--- config.mk ---
export PLATFORM = sky130hd
export DESIGN_NAME = regfile
export DESIGN_NICKNAME = d
export VERILOG_FILES = /design/src/rtl/combi_pkg.sv /design/src/rtl/regfile_rdport.sv /design/src/rtl/regfile.sv
export SDC_FILE = /design/constraint.sdc
export NUM_CORES = 2
export LEC_CHECK = 0
export ABC_CLOCK_PERIOD_IN_PS = 34500
export CELL_PAD_IN_SITES_DETAIL_PLACEMENT = 0
export CELL_PAD_IN_SITES_GLOBAL_PLACEMENT = 1
export CORE_ASPECT_RATIO = 1.2
export CORE_MARGIN = 3
export CORE_UTILIZATION = 48
export CTS_CLUSTER_DIAMETER = 150
export DETAILED_ROUTE_END_ITERATION = 8
export GPL_TIMING_DRIVEN = 0
export PLACE_DENSITY_LB_ADDON = 0.1
export SETUP_SLACK_MARGIN = 0.02
export SLEW_MARGIN = 5
export SYNTH_ARGS = -nofsm -noshare
export SYNTH_HDL_FRONTEND = slang
export SYNTH_HIERARCHICAL = 1
export SYNTH_SLANG_ARGS = --single-unit
--- constraint.sdc ---
create_clock -name clk -period 34.5 [get_ports clk]
set_clock_uncertainty 0.05 [all_clocks]
set_input_delay 5.175 -clock clk [delete_from_list [all_inputs] [get_ports clk]]
set_output_delay 5.175 -clock clk [all_outputs]
set_load 0.01 [all_outputs]
--- src/rtl/combi_pkg.sv ---
// Shared constants and address-decode helpers for the ARM/RISC-V register file
// and the hazard unit.
package combi_pkg;

  localparam int RV_ZERO_IDX = 0;
  localparam int ARM_PC_IDX  = 15;
  localparam int ARM_ADDR_W  = 4;
  localparam int RV_ADDR_W   = 5;

  // True when a write to addr may land in storage: never x0 in RV, never R15 in ARM.
  function automatic logic writable(input logic arm, input logic [RV_ADDR_W-1:0] addr);
    if (arm) return addr[ARM_ADDR_W-1:0] != ARM_ADDR_W'(ARM_PC_IDX);
    else     return addr != RV_ADDR_W'(RV_ZERO_IDX);
  endfunction

  // Physical entry selected by an architectural address; ARM ignores bit 4.
  function automatic logic [RV_ADDR_W-1:0] entry_idx(input logic arm,
                                                     input logic [RV_ADDR_W-1:0] addr);
    if (arm) return RV_ADDR_W'(addr[ARM_ADDR_W-1:0]);
    else     return addr;
  endfunction

endpackage

--- src/rtl/regfile_rdport.sv ---
// One combinational read port: x0/R15 decode and, with REGFILE_BYPASS_EN defined,
// write-through of the in-flight writeback data.
module regfile_rdport
  import combi_pkg::*;
#(
  parameter int WIDTH = 32,
  parameter int NREGS = 32
) (
  input  logic [NREGS-1:0][WIDTH-1:0] regs,
  input  logic [RV_ADDR_W-1:0]        addr,
  input  logic                        arm,
  input  logic [WIDTH-1:0]            r15,
  input  logic                        we,
  input  logic [RV_ADDR_W-1:0]        wa,
  input  logic [WIDTH-1:0]            wd,
  output logic [WIDTH-1:0]            rd
);

  logic [RV_ADDR_W-1:0] idx;
  logic                 in_range;

  assign idx      = entry_idx(arm, addr);
  assign in_range = 32'(idx) < NREGS;

  always_comb begin
    rd = '0;
    if (arm && idx == RV_ADDR_W'(ARM_PC_IDX)) begin
      rd = r15;
    end else if (!arm && idx == RV_ADDR_W'(RV_ZERO_IDX)) begin
      rd = '0;
    end else if (in_range) begin
      rd = regs[idx];
`ifdef REGFILE_BYPASS_EN
      // x0/R15 are already excluded by writable() and the branches above.
      if (we && writable(arm, wa) && entry_idx(arm, wa) == idx) rd = wd;
`endif
    end
  end

`ifndef REGFILE_BYPASS_EN
  logic unused_wr;
  assign unused_wr = ^{we, wa, wd};
`endif

endmodule

--- src/rtl/regfile.sv ---
// Architectural register file, RV x0..x31 / ARM R0..R15, two combinational reads.
// Optional same-cycle write-through bypass under REGFILE_BYPASS_EN.
module regfile
  import combi_pkg::*;
#(
  parameter int WIDTH = 32,
  parameter int NREGS = 32
) (
  input  logic                 clk,
  input  logic                 rst,
  input  logic                 arm,
  input  logic                 we3,
  input  logic [4:0]           a3,
  input  logic [WIDTH-1:0]     wd3,
  input  logic [4:0]           a1,
  input  logic [4:0]           a2,
  input  logic [WIDTH-1:0]     r15,
  output logic [WIDTH-1:0]     rd1,
  output logic [WIDTH-1:0]     rd2
);

  localparam int NPORTS = 2;

  logic [NREGS-1:0][WIDTH-1:0]      regs;
  logic [RV_ADDR_W-1:0]             widx;
  logic                             wen;
  logic                             byp_we;
  logic [NPORTS-1:0][RV_ADDR_W-1:0] raddr;
  logic [NPORTS-1:0][WIDTH-1:0]     rdata;

  assign widx = entry_idx(arm, a3);
  assign wen  = we3 && writable(arm, a3) && (32'(widx) < NREGS);

  always_ff @(posedge clk or posedge rst) begin
    if (rst)      regs       <= '0;
    else if (wen) regs[widx] <= wd3;
  end

  // Reset must also suppress the bypass so reads show 0 while rst is high.
  assign byp_we = we3 && !rst;
  assign raddr  = {a2, a1};

  for (genvar p = 0; p < NPORTS; p++) begin : g_rd
    regfile_rdport #(.WIDTH(WIDTH), .NREGS(NREGS)) u_rd (
      .regs (regs),
      .addr (raddr[p]),
      .arm  (arm),
      .r15  (r15),
      .we   (byp_we),
      .wa   (a3),
      .wd   (wd3),
      .rd   (rdata[p])
    );
  end

  assign rd1 = rdata[0];
  assign rd2 = rdata[1];

endmodule

==> results.ini <==
[routing]
via_count = 42340
vias_per_cell = 7.217
first_iter_violations = 6108
wl_met3_mm = 33.53
wl_met2_mm = 109.5
wl_per_cell_um = 44.18
route.detailed.drc = 0
highest_layer = met5
totalWireLength_mm = 259.2
detail-route-antenna-nets = 0
dr.pass1.iters = 6
drt-met1-wl_mm = 95.73

[clock_network]
cts_buffers = 113
root_buffer = clkbuf_16
ctsHoldBuffers = 0
path_clk_slew_ns = 0.06
cts_tree = built
cts_buffer_depth = 3
clk_latency_ns = 0.74
cts.repair.resized = 0
clock_sinks = 1024
htree_levels = 3
post-cts-setup-buffer-count = 0

[power_and_ir_drop]
seq_power_share_pct = 43.3
leakage_nw = 28.30
power.switching_mw = 1.083
power_frac_comb_pct = 21.9
clockPowerShare_pct = 34.8
p_sw_share_pct = 29.57
power_mw = 3.661
p_int_mw = 2.578
ir_drop_mv = 0.04022
p_per_area_nw_per_um2 = 57.38

[floorplanning]
fp.coreArea_um2 = 116400
dieArea_um2 = 121500
initial_utilization_pct = 48.38
fp.dieH_um = 381.2
io_pins = 147
rows = 137
die-width_um = 318.7

[synth]
syn_nets = 4047
synth_cells = 3964
synth_area_per_cell_um2 = 14.20
yosys_warnings = 6
synth.cell_area_um2 = 56310

[grt]
grt_start_max_net_pins = 119
grt_pass1_wl_mm = 347.3
grt_pass1_vias = 41420
antenna_found_initial = 32
grt_usage_pct = 42.21
overflow = 0

[cells_and_area]
stdcell_area_um2 = 63790
final_cell_count_no_fill = 5867
drive_above_1_share_pct = 42.30
area_delta_synth_final_pct = 13.30
post-route-util_pct = 54.81
top_regs = regs: 1024 flops
nNetsFinal = 4313
largest-register = regs
largest_reg_flops = 1024

[critical_path]
crit_path_max_fanout = 10
rr_startpoint = regs[452]
cp_num_buf_inv = 7
cpMaxStageDelayCell = clkbuf_1
worstSetupPathType = in -> out
end_kind = output port
cp-start-kind = input port
cp_common_cell = buf_4
required_ns = 29.27
r2r_cells = 1
rrSetupSlack_ns = 33.41
reg2reg_to = regs[452]
crit_path_cell_trace = clkdlybuf4s50_1 > buf_4 > buf_4 > buf_4 > buf_2 > clkbuf_1 > a31oi_1 > o31ai_1 > clkdlybuf4s50_1
crit_arrival_ns = 10.64
crit_family = buffers and inverters
cp_slowest_stage_delay_ns = 0.92

[placed_design]
dp_cells = 5644
globalplace.congestion = 0.9991
port_buffers = 140
pre_cts_slack_ns = 19.15
placed_area_um2 = 59930
place_hpwl_mm = 180.2

[sta]
setup_slack_ns = 18.64
final-setup-viol-count = 0
slew_headroom_pct = -4.140
post-route-min-period_ns = 15.86
fmax_ghz = 0.06305
slew_violations = 22
period_share_pct = 45.97
setup_tns_ns = 0
hold_viol = 0
worstMarginPinSlew_ns = 1.562
hold_slack_ns = 0.4627
rsz0062_at_grt = no

[hold_path]
hold_depth = 1
hp-class = reg -> reg
holdCritStartpoint = regs[465]
whs_endpoint = regs[465]

[outcome]
status = finished with violations
violations = max-capacitance violations, max-slew violations

[flow_run]
maxCapViolCount = 2

layer usage:
metal / GRT usage, % / up-vias
met5: 2.262 / -
met4: 27.33 / 12
met3: 16.31 / 964
met2: 60.83 / 3149
met1: 52.87 / 22330
li1: - / 15890
power groups by stage:
stage / Clock [mW] / Sequential, mW / Combinational (mW)
2_1_floorplan: 0 / 1.55 / 0.542
3_3_place_gp: 0 / 1.59 / 0.762
3_5_place_dp: 0 / 1.59 / 0.779
4_1_cts: 1.28 / 1.57 / 0.782
5_1_grt: 1.32 / 1.61 / 0.833
6_report: 1.27 / 1.58 / 0.803
how the worst max path moves through the flow:
| stage | slack [ns] | cells past startpoint | from | end |
|---|---|---|---|---|
| after floorplan | 0.46 | 1 | rst | regs[0] |
| after global placement | -12.75 | 2 | rst | regs[652] |
| after detailed placement | 19.15 | 9 | a1[3] | rd1[7] |
| after CTS | 19.14 | 9 | a1[3] | rd1[7] |
| after global routing | 18.99 | 9 | a1[3] | rd1[7] |
| final | 18.64 | 9 | a2[3] | rd2[7] |
placed cells by master, fill, tap and decap left out, drive strengths merged, types with 14 or more instances in the layout:
master	count
a22oi	42
a41oi	22
nand2	116
o221ai	26
dfrtp	1024
diode	14
a211oi	14
nor4	16
nor2	34
a31oi	24
nor3	14
and3	17
mux4	350
a2111oi	20
mux2	1062
mux2i	366
a221oi	28
a22o	46
o31ai	26
nand3	15
buf	275
a21oi	102
o22ai	20
clkinv	19
o21ai	52
clkdlybuf4s50	140
clkbuf	333
and2	24
cell type report:
| cell class | instances | area [um^2] |
|---|---|---|
| fillers | 9820 | 52600 |
| multi-input cells | 2518 | 28470 |
| flip-flops and latches | 1024 | 25620 |
| clock buffers | 180 | 3495 |
| plain buffers | 417 | 2220 |
| well taps | 1529 | 1913 |
| repair buffers | 151 | 1682 |
| clock inverters | 29 | 330.3 |
| diodes | 14 | 35.03 |
| inverters | 5 | 26.28 |
Power figures use the tool's default switching activity.
